===== config.mk =====
export PLATFORM = sky130hd
export DESIGN_NAME = serial_sub_ctrl_flat
export DESIGN_NICKNAME = d
export VERILOG_FILES = /design/src/rtl/serial_sub_ctrl_if.sv /design/src/rtl/serial_sub_ctrl.sv /design/src/flat_wrapper.sv
export SDC_FILE = /design/constraint.sdc
export NUM_CORES = 1
export LEC_CHECK = 0
export BUFFER_PORTS_ARGS = -buffer_cell sky130_fd_sc_hd__buf_2
export CORE_ASPECT_RATIO = 0.7
export CORE_MARGIN = 4
export CORE_UTILIZATION = 45
export CTS_BUF_LIST = sky130_fd_sc_hd__clkbuf_2
export DETAILED_ROUTE_END_ITERATION = 12
export PLACE_DENSITY = 0.68
export SYNTH_ARGS = -nofsm -noshare
export SYNTH_HDL_FRONTEND = slang
export SYNTH_SLANG_ARGS = --single-unit

===== constraint.sdc =====
create_clock -name clk -period 1.75 [get_ports clk]
set_input_delay 0.175 -clock clk [delete_from_list [all_inputs] [get_ports clk]]
set_output_delay 0.175 -clock clk [all_outputs]
set_load 0.01 [all_outputs]

===== src/rtl/serial_sub_ctrl_if.sv =====
// Operand/result handshake bundle for serial_sub_ctrl.
// The ovf signal exists only when SERIAL_SUB_OVF_EN is defined.
interface serial_sub_ctrl_if #(
  parameter int WIDTH = 8
);
  logic             start;
  logic [WIDTH-1:0] a;
  logic [WIDTH-1:0] b;
  logic             busy;
  logic             done;
  logic [WIDTH-1:0] diff;
  logic             borrow;
`ifdef SERIAL_SUB_OVF_EN
  logic             ovf;

  modport master (output start, a, b, input busy, done, diff, borrow, ovf);
  modport slave  (input start, a, b, output busy, done, diff, borrow, ovf);
`else
  modport master (output start, a, b, input busy, done, diff, borrow);
  modport slave  (input start, a, b, output busy, done, diff, borrow);
`endif
endinterface


===== src/rtl/serial_sub_ctrl.sv =====
// Bit-serial subtractor sequencer: one shared 1-bit cell computes a - b LSB first over WIDTH cycles.
// Optional feature macro: SERIAL_SUB_OVF_EN adds a registered signed-overflow output.
module serial_sub_ctrl #(
  parameter int WIDTH = 8
) (
  input logic               clk,
  input logic               rst,
  serial_sub_ctrl_if.slave  subIf
);
  localparam int CW = $clog2(WIDTH + 1);

  typedef enum logic [1:0] {IDLE, RUN, DONE} state_e;

  state_e           state_q;
  logic [WIDTH-1:0] aSh_q;
  logic [WIDTH-1:0] bSh_q;
  logic [WIDTH-1:0] resSh_q;
  logic [WIDTH-1:0] resSh_d;
  logic [WIDTH-1:0] diff_q;
  logic [CW-1:0]    cnt_q;
  logic             borrowFf_q;
  logic             borrow_q;
  logic             busy_q;
  logic             done_q;
  logic             cellX;
  logic             cellY;
  logic             cellD;
  logic             cellBout;
  logic             lastBit;

  // The single shared one-bit subtractor cell.
  assign cellX    = aSh_q[0];
  assign cellY    = bSh_q[0];
  assign cellD    = cellX ^ cellY ^ borrowFf_q;
  assign cellBout = (~cellX & cellY) | (~(cellX ^ cellY) & borrowFf_q);
  assign resSh_d  = {cellD, resSh_q[WIDTH-1:1]};
  assign lastBit  = (cnt_q == CW'(WIDTH - 1));

`ifdef SERIAL_SUB_OVF_EN
  logic aMsb_q;
  logic bMsb_q;
  logic ovf_q;
  logic ovf_d;

  assign ovf_d     = (aMsb_q != bMsb_q) & (resSh_d[WIDTH-1] != aMsb_q);
  assign subIf.ovf = ovf_q;
`endif

  always_ff @(posedge clk or posedge rst) begin
    if (rst) begin
      state_q    <= IDLE;
      aSh_q      <= '0;
      bSh_q      <= '0;
      resSh_q    <= '0;
      diff_q     <= '0;
      cnt_q      <= '0;
      borrowFf_q <= 1'b0;
      borrow_q   <= 1'b0;
      busy_q     <= 1'b0;
      done_q     <= 1'b0;
`ifdef SERIAL_SUB_OVF_EN
      aMsb_q     <= 1'b0;
      bMsb_q     <= 1'b0;
      ovf_q      <= 1'b0;
`endif
    end else begin
      case (state_q)
        IDLE: begin
          done_q <= 1'b0;
          if (subIf.start) begin
            aSh_q      <= subIf.a;
            bSh_q      <= subIf.b;
            resSh_q    <= '0;
            borrowFf_q <= 1'b0;
            cnt_q      <= '0;
            busy_q     <= 1'b1;
            state_q    <= RUN;
`ifdef SERIAL_SUB_OVF_EN
            aMsb_q     <= subIf.a[WIDTH-1];
            bMsb_q     <= subIf.b[WIDTH-1];
`endif
          end
        end
        RUN: begin
          aSh_q      <= aSh_q >> 1;
          bSh_q      <= bSh_q >> 1;
          resSh_q    <= resSh_d;
          borrowFf_q <= cellBout;
          cnt_q      <= cnt_q + CW'(1);
          // Published results only move on the final bit so they hold through later runs.
          if (lastBit) begin
            diff_q   <= resSh_d;
            borrow_q <= cellBout;
            busy_q   <= 1'b0;
            done_q   <= 1'b1;
            state_q  <= DONE;
`ifdef SERIAL_SUB_OVF_EN
            ovf_q    <= ovf_d;
`endif
          end
        end
        DONE: begin
          done_q  <= 1'b0;
          state_q <= IDLE;
        end
        default: begin
          busy_q  <= 1'b0;
          done_q  <= 1'b0;
          state_q <= IDLE;
        end
      endcase
    end
  end

  assign subIf.busy   = busy_q;
  assign subIf.done   = done_q;
  assign subIf.diff   = diff_q;
  assign subIf.borrow = borrow_q;
endmodule


===== src/flat_wrapper.sv =====
// flat-port wrapper written by rule: the top's interface ports become plain ports
module serial_sub_ctrl_flat 
#(
  parameter int WIDTH = 8
)
  (clk, rst, subIf_start, subIf_a, subIf_b, subIf_busy, subIf_done, subIf_diff, subIf_borrow);
  serial_sub_ctrl_if #(.WIDTH(WIDTH)) subIf_i ();
  input logic clk;
  input logic rst;
  input wire logic [$bits(subIf_i.start)-1:0] subIf_start;
  input wire logic [$bits(subIf_i.a)-1:0] subIf_a;
  input wire logic [$bits(subIf_i.b)-1:0] subIf_b;
  output wire logic [$bits(subIf_i.busy)-1:0] subIf_busy;
  output wire logic [$bits(subIf_i.done)-1:0] subIf_done;
  output wire logic [$bits(subIf_i.diff)-1:0] subIf_diff;
  output wire logic [$bits(subIf_i.borrow)-1:0] subIf_borrow;
  assign subIf_i.start = subIf_start;
  assign subIf_i.a = subIf_a;
  assign subIf_i.b = subIf_b;
  assign subIf_busy = subIf_i.busy;
  assign subIf_done = subIf_i.done;
  assign subIf_diff = subIf_i.diff;
  assign subIf_borrow = subIf_i.borrow;
  serial_sub_ctrl #(.WIDTH(WIDTH)) u_core (.clk(clk), .rst(rst), .subIf(subIf_i));
endmodule

Word level (Yosys, flattened, before mapping):

Index checks and enable logic that the tools add are counted.
W data, S select, Z words.

* add/subtract/negate cells: 1
* equal/unequal tests: 5
* mux-type cells: 18
* bitwise operators: 8
* reductions and logical operators: 6

Operators by type and width (count)
* $pmux W8 S2: 3
* $mux W8: 3
* $pmux W4 S2: 1
* $reduce_and A2 Y1: 3
* $mux W1: 5
* $add A4 B1 Y4 const B: 1
* $eq A4 B3 Y1 const B: 1
* $mux W2: 2
* $mux W4: 1
* $pmux W2 S2: 1
* $not A1 Y1: 3
* $pmux W1 S3: 1
* $reduce_and A3 Y1: 1
* $and A1 B1 Y1: 2
* $eq A2 B1 Y1 const B: 1
* $eq A2 B2 Y1 const B: 1
* $logic_not A2 Y1: 1
* $ne A2 B1 Y1 const B: 1
* $ne A2 B2 Y1 const B: 1
* $pmux W1 S2: 1
* $reduce_bool A2 Y1: 1
* $xor A1 B1 Y1: 2
* $or A1 B1 Y1: 1

* flip-flop bits (word level): 42
* input bits: 19

Logic depth before layout (Yosys ltp):

Gate-level depths: netlist (run 1).

* depth after elaboration: 5
* gate-level depth with buffers: 6
* mapped depth without buffers: 4

Least setup slack after synthesis (run 1):

No wires, ideal clock.

* path type: reg2reg
* start point: register u_core.cnt_q[0]
* end point: register u_core.diff_q[0] (netlist: u_core.subIf.diff[0])
* library setup time: 128 ps
* arrival time: 1254 ps
* required time: 1622 ps
* slack: 368 ps
* stages on the path, launching flop included: 5
* cell sequence: dfrtp_1 > ha_1 > nand3b_1 > nor2_4 > mux2_1

* word-level cells in the longest chain between the ends: 2

Ends and longest elaborated chain
* from (decl): line serial_sub_ctrl.sv:20 `logic [CW-1:0] cnt_q;`
* from (signal assigned): line serial_sub_ctrl.sv:89 `cnt_q <= cnt_q + CW'(1);`
* $eq A4 B3 Y1: line serial_sub_ctrl.sv:37 `assign lastBit = (cnt_q == CW'(WIDTH - 1));`
* $reduce_and A2 Y1 (no source line)
* to (signal assigned): line serial_sub_ctrl.sv:92 `diff_q <= resSh_d;`
* to (decl): line serial_sub_ctrl.sv:19 `logic [WIDTH-1:0] diff_q;`

No other way between the ends.
A chain may end at the register's enable or synchronous reset.

Worst setup path in the final report (run 1):

* start point: register u_core.cnt_q[0]
* end point: register u_core.diff_q[4] (netlist: u_core.subIf.diff[4])

The elaborated chain is that of the path after synthesis.

==> impl_metrics.toml, run 1 <==
[floorplan]
dieArea_mm2 = 0.00483
die_h_um = 59.4
die_width_um = 81.4
coreArea_mm2 = 0.00358
initial_core_util_pct = 47.3
io_pins = 30
rows = 18

[routing]
vias_per_cell = 5.15
vias = 1215
wire_per_inst_um = 14.7
finalWirelength_um = 3480
drtIter0Drc = 56
drc = 0
final_antenna_net_count = 0
firstDrtPassIters = 4

[sta]
finalCritPeriodShare_pct = 87.9
tightest_slew_ns = 0.502
rsz0062_at_grt = "false"
hold_viol = 0
fin_tns_setup_ns = 0
drv_slew = 0
finalSetupViolations = 0
slew_headroom_pct = 66.5
fin_skew_ns = 0.0239
fmax_mhz = 650
fin_crit_ns = 1.54

[cts]
cts.clk_slew.worst_paths_ns = 0.21
cts_tree = "built"
clk_path_buf_depth = 2
cts_buffers = 5
ctsHtreeMaxLevel = 2
clkLatencyLatePin_ns = 0.41
cts.sinks = 41
hold_buffers = 4
root_buffer = "clkbuf_2"
postCtsSetupRepairBufs = 0
cts_resized = 0

[critical_path]
slowest_delay_ns = 0.42
crit_path_start_kind = "register"
crit_fanout = 9
crit_cells = 4
regToRegSetupSlack_ns = 0.21
reg2reg_to = "u_core.subIf.diff[4]$_DFFE_PP0P_"
path_cells = "ha_1 -> nand3b_1 -> nor2_4 -> mux2_1"
crit_start = "u_core.cnt_q[0]$_DFFE_PP0P_"
cp.required_ns = 2.04
crit_family = "simple AND/OR/NAND/NOR gates"
cp.arrival_ns = 1.83
rr_worst_depth = 4
crit_slowest_cell = "dfrtp_1"
path_buf_inv = 0
endpoint_kind = "register"
r2r-start = "u_core.cnt_q[0]$_DFFE_PP0P_"
critPathKind = "reg -> reg"
crit_path_end = "u_core.subIf.diff[4]$_DFFE_PP0P_"

[global_route]
grt_pass1_wl_um = 5840
busiest_layer = "met1"
grt_use_met1_pct = 23.2
grt_use_met3_pct = 5.17
grt_pass1_vias = 1239
grt-ovfl-total = 0
antenna_found_initial = 0
grt_max_degree = 42
use_met2_pct = 22.9
track_usage_pct = 16.4

[synthesis]
synth-seq-cells = 41
synth_top_family_by_area = "compound AO/OA/AOI/OAI gates"
synth.distinct_cells = 26
synthTopCellsByArea = "dfrtp_1, a22oi_1, a22o_1"
postSynthNetCount = 165
yosysTopAreaCell = "dfrtp_1"
synth_adder_area_share_pct = 1.92
synth_warnings = 0
synth_xor_area_share_pct = 0
synth_compound_gate_area_share_pct = 18.6
synth-simple-area-share_pct = 9.30
synth_top_area_share_pct = 60.5
synth_area_mm2 = 0.00170
synth_cells = 144
syn_avg_cell_area_um2 = 11.8
synthMuxAreaShare_pct = 5.98
synth-seq-area-share_pct = 60.5

[place]
post-dp-hpwl_um = 2390
dp.cells = 224
place_congestion = 0.684
io_buffers = 29

[pwr]
p_switching_mw = 1.30
swShare_pct = 36.5
clockPowerShare_pct = 15.3
max-vdd-ir-drop_uv = 806
p_leak_nw = 1.00
pwr-share-comb_pct = 39.8
p_int_mw = 2.25
power_density_mw_per_mm2 = 1740
totalPowerFinal_mw = 3.55
share_seq_of_total_power_pct = 44.9

[run]
cap_violations = 0

[cells_and_area]
final_common_cell = "dfrtp_1"
diodes = 0
final_nets = 206
final_cell_mix = "dfrtp_1, buf_2, nand2_1, o21ai_1, a22oi_1"
layout.cells.non_filler = 236
drive_gt1_share_pct = 26.3
synthToLayoutAreaGrowth_pct = 20.2

[worst_hold_path]
hp-class = "in -> reg"

[run_status]
status = "finished, final reports clean"
-- cells by family (layout without fill, tap and decap cells) --
| logic type | count (synthesis) | count (layout) |
|---|---|---|
| DFF | 41 | 41 |
| AOI/OAI and AO/OA | 47 | 47 |
| buffers and inverters | 13 | 55 |
| and+or+nand+nor | 32 | 32 |
| adders and majority gates | 2 | 2 |
| muxes | 9 | 9 |
-- how the worst min path moves through the flow --
stage                                                to  cells past startpoint  slack, ns        from
after floorplan             u_core.aSh_q[7]$_DFFE_PP0P_                      1       0.31  subIf_a[7]
after global placement    u_core.resSh_q[7]$_DFFE_PP0P_                      3       0.32         rst
after detailed placement  u_core.resSh_q[7]$_DFFE_PP0P_                      3       0.33         rst
after CTS                   u_core.aSh_q[6]$_DFFE_PP0P_                      3       0.01  subIf_a[6]
after global routing        u_core.aSh_q[4]$_DFFE_PP0P_                      3       0.02  subIf_a[4]
final                       u_core.aSh_q[4]$_DFFE_PP0P_                      3       0.04  subIf_a[4]
-- per-layer routing --
metal	routed length (um)	part of all wire, %
met3	151	4.3
met2	1570	45
met5	0	0
met1	1710	49
met4	46	1.3
-- state kept, by name (all words and copies together) (netlist names) --
register             flops
u_core.subIf.diff        8
u_core.resSh_q           7
u_core.state_q           2
u_core.bSh_q             8
u_core.cnt_q             4
u_core.subIf.busy        1
u_core.subIf.done        1
u_core.subIf.borrow      1
u_core.aSh_q             8
u_core.borrowFf_q        1
-- power by group through the flow --
stage	Sequential, mW	Clock, mW	Combinational [mW]
floorplan	1.60	0	0.930
global placement	1.59	0	1.35
detailed placement	1.62	0	1.42
CTS	1.59	0.565	1.43
global route	1.65	0.604	1.58
finish	1.59	0.543	1.41
-- synthesized netlist by cell type --
library cell  count
dfrtp_1          41
nand2_1          17
o21ai_1          14
a22oi_1          13
a22o_1           11
mux2_1            8
buf_2             5
inv_1             4
a21oi_1           3
nand3_1           3
nor2_1            3
nor2b_1           3
o21ai_0           3
and3b_1           2
buf_4             2
clkbuf_1          2
fa_1              1
ha_1              1
mux2_2            1
nand2b_1          1
nand3b_1          1
nor2_4            1
o21bai_1          1
o22ai_1           1
o31ai_1           1
or3_1             1
-- layout make-up --
type	count	area (um2)
fill	313	1540
inverter	4	15.0
clock buffer	6	30.0
multi-input combinational	90	611
tap	50	62.6
sequential	41	1030
clock inverter	2	33.8
timing repair buffer	43	260
-- worst reg2reg max path, stage by stage (launching register included) --
cell and delay (ns):
dfrtp_1 0.42, ha_1 0.20, nand3b_1 0.19, nor2_4 0.28
mux2_1 0.35
-- metrics by stage --
step	setup slack, ns	util (%)	hold WS (ns)	area (um2)
3_5_place_dp	0.223	54.0	0.334	1930
3_3_place_gp	0.271	54.0	0.319	1930
5_1_grt	0.0753	56.9	0.0183	2040
4_1_cts	0.197	56.9	0.0148	2040
2_1_floorplan	0.368	-	0.315	1700
6_report	0.211	56.9	0.0391	2040
No activity file was read; power rests on OpenSTA's default activity.
==> run 2, diff against run 1 <==
==> constraint.sdc (replaced) <==
create_clock -name clk -period 1.7 [get_ports clk]
set_input_delay 0.17 -clock clk [delete_from_list [all_inputs] [get_ports clk]]
set_output_delay 0.17 -clock clk [all_outputs]
set_load 0.01 [all_outputs]
==> run 2 against run 1 <==
  * Register-to-register slack got worse by 0.13 ns
  * Worst setup slack got worse by 0.13 ns
  * First-iteration DRC count rose by 45%
  * Sequential power rose by 3%
  * Flip-flop and latch count did not move
  * Non-clock buffer count rose by 1
  * Final area barely moved
  * Clock power fell by 30%
  * Sequential share of layout area barely moved
==> impl_metrics.toml, run 2 (same netlist as run 1, synthesis figures left out) <==
[pwr]
power_density_mw_per_mm2 = 1730
max-vdd-ir-drop_uv = 849
totalPowerFinal_mw = 3.52
p_leak_nw = 0.993

[run]
cap_violations = 0

[worst_hold_path]
hp-class = "in -> reg"
min_delay_path_depth = 3

[sta]
rsz0062_at_grt = "true"
tightest_slew_ns = 0.531
hold_viol = 0
fin_tns_setup_ns = 0
fmax_mhz = 619
fin_skew_ns = 0.0166
finalCritPeriodShare_pct = 95.0
fin_crit_ns = 1.61
slew_headroom_pct = 64.6
drv_slew = 0
setup_ws_ns = 0.0857
finalSetupViolations = 0

[cts]
cts.sinks = 41
clkLatencyLatePin_ns = 0.37
cts.clk_slew.worst_paths_ns = 0.19
cts_buffers = 5
cts_tree = "built"
root_buffer = "clkbuf_2"
clk_path_buf_depth = 2
ctsHtreeMaxLevel = 2

[routing]
vias = 1245
firstDrtPassIters = 4
drc = 0
wire_per_inst_um = 14.8
final_antenna_net_count = 0
drtIter0Drc = 81
vias_per_cell = 5.25
finalWirelength_um = 3500

[global_route]
antenna_found_initial = 0
grt_pass1_vias = 1285
grt_pass1_wl_um = 6010
grt_max_degree = 23
grt-ovfl-total = 0
track_usage_pct = 16.6

[place]
dp.cells = 225
post-dp-hpwl_um = 2510
place_congestion = 0.720
place_area_mm2 = 0.00194
dp_slack_ns = 0.121
io_buffers = 29

[critical_path]
critPathKind = "reg -> reg"
rr_worst_depth = 4
crit_path_start_kind = "register"
cp.required_ns = 1.96
crit_fanout = 5
endpoint_kind = "register"
cp.arrival_ns = 1.88

[cells_and_area]
final_common_cell = "dfrtp_1"
multi_input_area_um2 = 634
synthToLayoutAreaGrowth_pct = 20.1
seq_area_mm2 = 0.00103
final_nets = 208
layout.cells.non_filler = 237
design_area_mm2 = 0.00204
final_cell_mix = "dfrtp_1, buf_2, nand2_1, o21ai_1, a22oi_1"
fill_cells = 308
drive_gt1_share_pct = 27.8
diodes = 0

[floorplan]
die_width_um = 81.4
initial_core_util_pct = 47.3
rows = 18
io_pins = 30
die_h_um = 59.4
coreArea_mm2 = 0.00358
dieArea_mm2 = 0.00483

[run_status]
status = "finished, final reports clean"
run 2: worst paths after layout:
check	from	end	slack (ns)
max	u_core.cnt_q[0]$_DFFE_PP0P_	u_core.subIf.diff[7]$_DFFE_PP0P_	0.09
min	subIf_a[2]	u_core.aSh_q[2]$_DFFE_PP0P_	0.05
max reg2reg	u_core.cnt_q[0]$_DFFE_PP0P_	u_core.subIf.diff[7]$_DFFE_PP0P_	0.09
min reg2reg	u_core.subIf.diff[6]$_DFFE_PP0P_	u_core.subIf.diff[6]$_DFFE_PP0P_	0.50
max in group asynchronous	rst	u_core.subIf.diff[2]$_DFFE_PP0P_	0.75
min in group asynchronous	rst	u_core.aSh_q[0]$_DFFE_PP0P_	0.33
run 2: critical path, stage by stage (launching register included):
cell and delay, ns:
dfrtp_1 0.46, ha_4 0.16, nand3b_1 0.24, nor2_4 0.29, mux2_1 0.35
run 2: stage by stage:
step / hold slack, ns / util (%)
6_report: 0.0515 / 56.9
3_3_place_gp: 0.230 / 54.2
3_5_place_dp: 0.239 / 54.2
4_1_cts: 0.0287 / 56.0
2_1_floorplan: 0.310 / -
5_1_grt: 0.0220 / 56.9
run 2: routing by layer:
layer	up-vias	GRT usage, %	part of all wire, %
met5	-	0	0
met4	0	5.06	0.94
met3	5	5.32	4.9
met2	24	24.9	45
met1	612	23.2	49
li1	604	-	-
run 2: power by group:
group	switching, mW	total, mW	internal, mW
clock network	0.285	0.381	0.0962
logic	0.785	1.50	0.713
registers	0.265	1.64	1.38
run 2: repair_timing:
action / 4_1_cts / 5_1_grt
hold endpoints to repair: 14 / 0
hold buffers: 3 / 0
buffers inserted: 0 / 1
setup endpoints to repair: 0 / 8
resized for setup: 0 / 3
run 2: cell type report:
type	count	share of cell area, %
flip-flops and latches	41	50.4
clock inverters	1	0.184
repair buffers	44	13.0
multi-input cells	91	31.1
well taps	50	3.07
clock buffers	6	1.47
inverters	4	0.737
